$ cat src/rtl/ov7670_pkg.sv
// Shared OV7670 capture definitions: capture FSM states, default frame geometry
// and the frame-buffer address width also used by the display side.
package ov7670_pkg;

  localparam int unsigned H_REZ_DEF = 640;
  localparam int unsigned V_REZ_DEF = 480;
  localparam int unsigned ADDR_W    = 19;

  typedef enum logic [1:0] {
    ST_IDLE         = 2'd0,
    ST_WAIT_VS_HIGH = 2'd1,
    ST_WAIT_VS_LOW  = 2'd2,
    ST_ACTIVE       = 2'd3
  } cap_state_e;

endpackage

$ cat src/rtl/cam_edge_det.sv
// Registers one camera control input and flags its rising and falling edges,
// with both edges taken from the registered copy.
module cam_edge_det (
  input  logic clk,
  input  logic rst,
  input  logic din,
  output logic dout,
  output logic rise_c,
  output logic fall_c
);

  logic sync_q, sync_d;
  logic prev_q, prev_d;

  always_comb begin
    sync_d = din;
    prev_d = sync_q;
  end

  always_ff @(posedge clk or posedge rst) begin
    if (rst) begin
      sync_q <= 1'b0;
      prev_q <= 1'b0;
    end else begin
      sync_q <= sync_d;
      prev_q <= prev_d;
    end
  end

  assign dout   = sync_q;
  assign rise_c = sync_q & ~prev_q;
  assign fall_c = ~sync_q & prev_q;

endmodule

$ cat src/rtl/ov7670_capture.sv
// OV7670 YUYV capture: frames are synchronised on vsync, and each Y byte is
// written to a raster-ordered frame buffer as a 4-bit grey pixel.
module ov7670_capture
  import ov7670_pkg::*;
#(
  parameter int unsigned hRez = H_REZ_DEF,
  parameter int unsigned vRez = V_REZ_DEF
) (
  input  logic              pclk,
  input  logic              rst,
  input  logic              cam_vsync,
  input  logic              cam_href,
  input  logic [7:0]        cam_data,
  input  logic              capture_en,
  output logic [18:0]       frame_addr,
  output logic [3:0]        frame_pixel,
  output logic              frame_we,
  output logic              frame_done,
  output logic              frame_err
);

  localparam int unsigned COL_W = $clog2(hRez + 1);
  localparam int unsigned ROW_W = $clog2(vRez + 1);
  localparam logic [ADDR_W-1:0] MAX_ADDR = ADDR_W'(hRez * vRez - 1);
  localparam logic [ADDR_W-1:0] H_ADDR   = ADDR_W'(hRez);
  localparam logic [COL_W-1:0]  H_COL    = COL_W'(hRez);
  localparam logic [ROW_W-1:0]  V_ROW    = ROW_W'(vRez);
  localparam logic [ROW_W-1:0]  V_LAST   = ROW_W'(vRez - 1);

  logic vs_s, vs_rise_c, vs_fall_c;
  logic hr_s, hr_rise_c, hr_fall_c;
  logic cur_phase_c;

  cap_state_e        state_q, state_d;
  logic [7:0]        data_q, data_d;
  logic [ADDR_W-1:0] addr_q, addr_d;
  logic [ADDR_W-1:0] base_q, base_d;
  logic [COL_W-1:0]  col_q, col_d;
  logic [ROW_W-1:0]  row_q, row_d;
  logic              phase_q, phase_d;
  logic [7:0]        y_q, y_d;
  logic [3:0]        pixel_q, pixel_d;
  logic              we_q, we_d;
  logic              done_q, done_d;
  logic              err_q, err_d;

  cam_edge_det u_vs_edge (
    .clk    (pclk),
    .rst    (rst),
    .din    (cam_vsync),
    .dout   (vs_s),
    .rise_c (vs_rise_c),
    .fall_c (vs_fall_c)
  );

  cam_edge_det u_hr_edge (
    .clk    (pclk),
    .rst    (rst),
    .din    (cam_href),
    .dout   (hr_s),
    .rise_c (hr_rise_c),
    .fall_c (hr_fall_c)
  );

  // The first byte of every line is a Y byte, whatever phase was left behind.
  assign cur_phase_c = hr_rise_c ? 1'b0 : phase_q;

  always_comb begin
    state_d = state_q;
    data_d  = cam_data;
    addr_d  = addr_q;
    base_d  = base_q;
    col_d   = col_q;
    row_d   = row_q;
    phase_d = phase_q;
    y_d     = y_q;
    pixel_d = pixel_q;
    we_d    = 1'b0;
    done_d  = 1'b0;
    err_d   = err_q;

    case (state_q)
      ST_IDLE: begin
        if (capture_en) state_d = ST_WAIT_VS_HIGH;
      end
      ST_WAIT_VS_HIGH: begin
        if (vs_s) state_d = ST_WAIT_VS_LOW;
      end
      ST_WAIT_VS_LOW: begin
        if (vs_fall_c) begin
          state_d = ST_ACTIVE;
          addr_d  = '0;
          base_d  = '0;
          col_d   = '0;
          row_d   = '0;
          phase_d = 1'b0;
          err_d   = 1'b0;
        end
      end
      ST_ACTIVE: begin
        // Advance past the pixel written last cycle, pinned at the last cell.
        if (we_q && (addr_q != MAX_ADDR)) addr_d = addr_q + ADDR_W'(1);

        if (vs_rise_c) begin
          done_d  = 1'b1;
          if (row_q < V_ROW) err_d = 1'b1;
          state_d = capture_en ? ST_WAIT_VS_LOW : ST_IDLE;
        end else if (hr_fall_c) begin
          phase_d = 1'b0;
          col_d   = '0;
          if (row_q < V_ROW) begin
            if (col_q != H_COL) err_d = 1'b1;
            row_d = row_q + ROW_W'(1);
          end
          // Row start tracked by accumulation; realigns after short lines too.
          if (row_q < V_LAST) begin
            base_d = base_q + H_ADDR;
            addr_d = base_q + H_ADDR;
          end
        end else if (hr_s) begin
          phase_d = ~cur_phase_c;
          if (!cur_phase_c) begin
            y_d = data_q;
          end else if ((col_q < H_COL) && (row_q < V_ROW)) begin
            we_d    = 1'b1;
            pixel_d = y_q[7:4];
            col_d   = col_q + COL_W'(1);
          end else begin
            err_d = 1'b1;
          end
        end
      end
      default: state_d = ST_IDLE;
    endcase
  end

  always_ff @(posedge pclk or posedge rst) begin
    if (rst) begin
      state_q <= ST_IDLE;
      data_q  <= '0;
      addr_q  <= '0;
      base_q  <= '0;
      col_q   <= '0;
      row_q   <= '0;
      phase_q <= 1'b0;
      y_q     <= '0;
      pixel_q <= '0;
      we_q    <= 1'b0;
      done_q  <= 1'b0;
      err_q   <= 1'b0;
    end else begin
      state_q <= state_d;
      data_q  <= data_d;
      addr_q  <= addr_d;
      base_q  <= base_d;
      col_q   <= col_d;
      row_q   <= row_d;
      phase_q <= phase_d;
      y_q     <= y_d;
      pixel_q <= pixel_d;
      we_q    <= we_d;
      done_q  <= done_d;
      err_q   <= err_d;
    end
  end

  assign frame_addr  = addr_q;
  assign frame_pixel = pixel_q;
  assign frame_we    = we_q;
  assign frame_done  = done_q;
  assign frame_err   = err_q;

endmodule

$ cat config.mk
export PLATFORM = sky130hd
export DESIGN_NAME = ov7670_capture
export DESIGN_NICKNAME = d
export VERILOG_FILES = /design/src/rtl/ov7670_pkg.sv /design/src/rtl/cam_edge_det.sv /design/src/rtl/ov7670_capture.sv
export SDC_FILE = /design/constraint.sdc
export NUM_CORES = 1
export LEC_CHECK = 0
export ABC_AREA = 0
export CAP_MARGIN = 20
export CORE_ASPECT_RATIO = 1.5
export CORE_UTILIZATION = 35
export CTS_CLUSTER_SIZE = 8
export DETAILED_ROUTE_END_ITERATION = 8
export GPL_ROUTABILITY_DRIVEN = 0
export PLACE_DENSITY = 0.55
export SLEW_MARGIN = 20
export SYNTH_ARGS = -nofsm -noshare
export SYNTH_HDL_FRONTEND = slang
export SYNTH_SLANG_ARGS = --single-unit
$ cat constraint.sdc
create_clock -name pclk -period 3.6 [get_ports pclk]
set_input_delay 0.72 -clock pclk [delete_from_list [all_inputs] [get_ports pclk]]
set_output_delay 0.72 -clock pclk [all_outputs]
set_load 0.01 [all_outputs]
==> qor.csv <==
metric;value;unit
power;2.71;mW
dr.pass1.iters;5;
syn-cell-area;3920;um^2
rsz0062_at_grt;false;
postSynthCellCount;407;
drcViolationCount;0;
port_buffers;34;
avgSynthCellArea;9.63;um^2
maxSlewViolCount;0;
drt_iter0_markers;221;
synth-simple-area-share;23.4;%
drive_gt1_share;8.33;%
gr-total-overflow;0;
root_buffer;clkbuf_16;
synth_compound_area_share;19.3;%
numClockSinks;72;
fin_crit_sh;65.8;%
fin_crit;2.37;ns
cp-start-kind;register;
relSlewSlack;41.2;%
min_delay_path_depth;1;
worstReg2RegStart;state_q[0]$_DFFE_PP0P_;
crit_type;reg -> reg;
fill_cells;1088;
synth_ff_type;dfrtp_1;
grt_max_degree;38;
postCtsSetupRepairBufs;0;
clock_skew;0.0101;ns
crit_path_end_kind;register;
async_flop_share;100;%
cts_hold_buf;0;
synth_top_family_by_area;simple AND/OR/NAND/NOR gates;
synthAdderAreaFrac;1.60;%
tritoncts;yes;
wl_met2;4.84;mm
clk_pin_slew_worst_paths;0.06;ns
r2r_cells;5;
min_from;data_q[6]$_DFF_PP0_;
grtUsageTotal;18.2;%
register_area;1800;um^2
syn_to_final_growth;19.8;%
nets;457;
setup_tns;0;ns
ir_worst_vdd;0.000306;V
setup_violations;0;
reg2reg_to;frame_addr[9]$_DFFE_PP0P_;
grt_pass1_vias;3347;
ys_seq_area_share;46.0;%
grt_pass1_wl;16.4;mm
wire_per_inst;16.3;um
antenna_cells;0;
cts_buffers;9;
die_x;88.4;um
min_path_type;reg -> reg;
drv_cap;0;
dpl.hpwl;6.77;mm
min_to;y_q[6]$_DFFE_PP0P_;
yosys_warnings;0;
topRoutingLayerUsed;met4;
std_cell_rows;47;
vias_per_cell;5.58;
synth.area.mux_share;3.10;%
die_h;132;um
antenna_found_initial;0;
ys_types;64;
max_freq;422;MHz
p_leak;1.99;nW
worstMarginPinSlew;0.881;ns
core-area;11000;um^2
start_util;35.6;%
ant_nets;0;
h-tree-depth;3;
yosys_register_bits;72;
r2r_slack;1.23;ns
post_cts_resized;0;
cp_data_required_time;3.83;ns
critPathArrivalTime;2.60;ns
synth_xor_area_share;4.02;%
die_area;11600;um^2
outcome;complete, no violations;
wl_met1;4.27;mm
routed_wl;9.62;mm
synth_fp_nets;425;
hold_viol_final;0;
multi_input_comb_area;2010;um^2
met3_length;260;um
clk_latency;0.34;ns
clockBufferDepth;2;
synth-edff-count;0;
worst-path-max-fanout;17;
vias;3297;
powerDensity;577;nW/um^2
io_pins;39;
-- Yosys cell counts (all sizes together) (8+ instances only) --
library cell	instances	share of area [%]
mux2	9	2.6
nand3	12	1.5
nor2	32	3.1
xnor2	9	2.0
a21oi	17	2.3
xor2	9	2.0
and3	13	2.1
a21o	11	2.1
nand4	18	2.9
clkbuf	10	0.96
nand2	44	4.2
o21ai	15	1.9
nor3	12	1.7
dfrtp	72	46
inv	10	0.96
and2	8	1.3
o211ai	9	1.7
-- worst max-delay path by stage --
stage	from	endpoint
2_1_floorplan	rst	base_q[10]$_DFFE_PP0P_
3_3_place_gp	u_vs_edge.dout$_DFF_PP0_	base_q[7]$_DFFE_PP0P_
3_5_place_dp	state_q[0]$_DFFE_PP0P_	frame_addr[9]$_DFFE_PP0P_
4_1_cts	state_q[0]$_DFFE_PP0P_	frame_addr[9]$_DFFE_PP0P_
5_1_grt	state_q[0]$_DFFE_PP0P_	frame_addr[9]$_DFFE_PP0P_
6_report	state_q[0]$_DFFE_PP0P_	frame_addr[9]$_DFFE_PP0P_
-- stage by stage --
stage | setup slack [ns] | cells | hold WS (ns) | util [%] | cell area, um^2
final | 1.23 | 591 | 0.477 | 42.7 | 4700
after global routing | 0.971 | 591 | 0.497 | 42.7 | 4700
after floorplan | 1.06 | 407 | 0.438 | - | 3920
after CTS | 1.20 | 591 | 0.481 | 42.7 | 4700
after detailed placement | 1.22 | 575 | 0.466 | 40.1 | 4410
after global placement | 1.28 | 575 | 0.460 | 40.1 | 4410
-- area by class of cell --
class | count | area share (%)
multi-input cells | 309 | 42.9
flip-flops and latches | 72 | 38.4
repair buffers | 36 | 7.83
clock buffers | 9 | 4.79
well taps | 147 | 3.92
clock inverters | 7 | 1.33
inverters | 11 | 0.879
-- report_power, final --
group / total, mW / leakage, nW / switching [mW] / internal (mW)
clock: 0.863 / 0.139 / 0.382 / 0.481
combinational: 0.747 / 0.898 / 0.428 / 0.319
sequential: 1.10 / 0.952 / 0.155 / 0.943
-- registers in the layout, summed over array words and instances, names as in the netlist --
signal            cells
frame_we              1
frame_addr           19
phase_q               1
u_vs_edge.dout        1
base_q               12
frame_pixel           4
u_vs_edge.prev_q      1
row_q                 9
frame_err             1
state_q               2
u_hr_edge.dout        1
col_q                10
u_hr_edge.prev_q      1
data_q                4
frame_done            1
y_q                   4
-- cell families (layout without fill, tap and decap cells) --
kind of cell | Yosys count | count (layout)
multiplexers | 11 | 11
AND/OR/NAND/NOR | 171 | 171
adder cells (fa/ha/maj) | 5 | 5
XOR/XNOR | 18 | 18
buffers and inverters | 26 | 63
AO/OA/AOI/OAI | 104 | 104
flip-flops | 72 | 72
-- layout by cell type, fill, tap and decap left out, types with 9 or more instances in the layout --
cell type	Yosys	routed
nand4_1	18	18
xnor2_1	9	9
nor2_1	32	32
clkdlybuf4s50_1	0	34
inv_1	10	9
xor2_1	9	9
o21ai_0	11	11
dfrtp_1	72	72
nand3_1	12	12
and3_1	13	13
clkbuf_16	0	9
a21o_1	11	11
mux2_2	9	9
nand2_1	44	44
nor3_1	11	11
o211ai_1	9	9
a21oi_1	16	16
-- critical path, stage by stage, from the launching register on --
cell	delay [ns]
dfrtp_1	0.64
nand2_1	0.35
a31oi_1	0.27
and2_1	0.60
nor2_1	0.11
o311ai_1	0.29
-- per-layer routing --
metal / global-route usage [%] / up-vias
met5: 0 / -
met4: 7.71 / 0
met3: 3.83 / 18
met2: 30.6 / 52
met1: 21.9 / 1618
li1: - / 1609
Note: power is estimated with default switching activity, not from simulation.
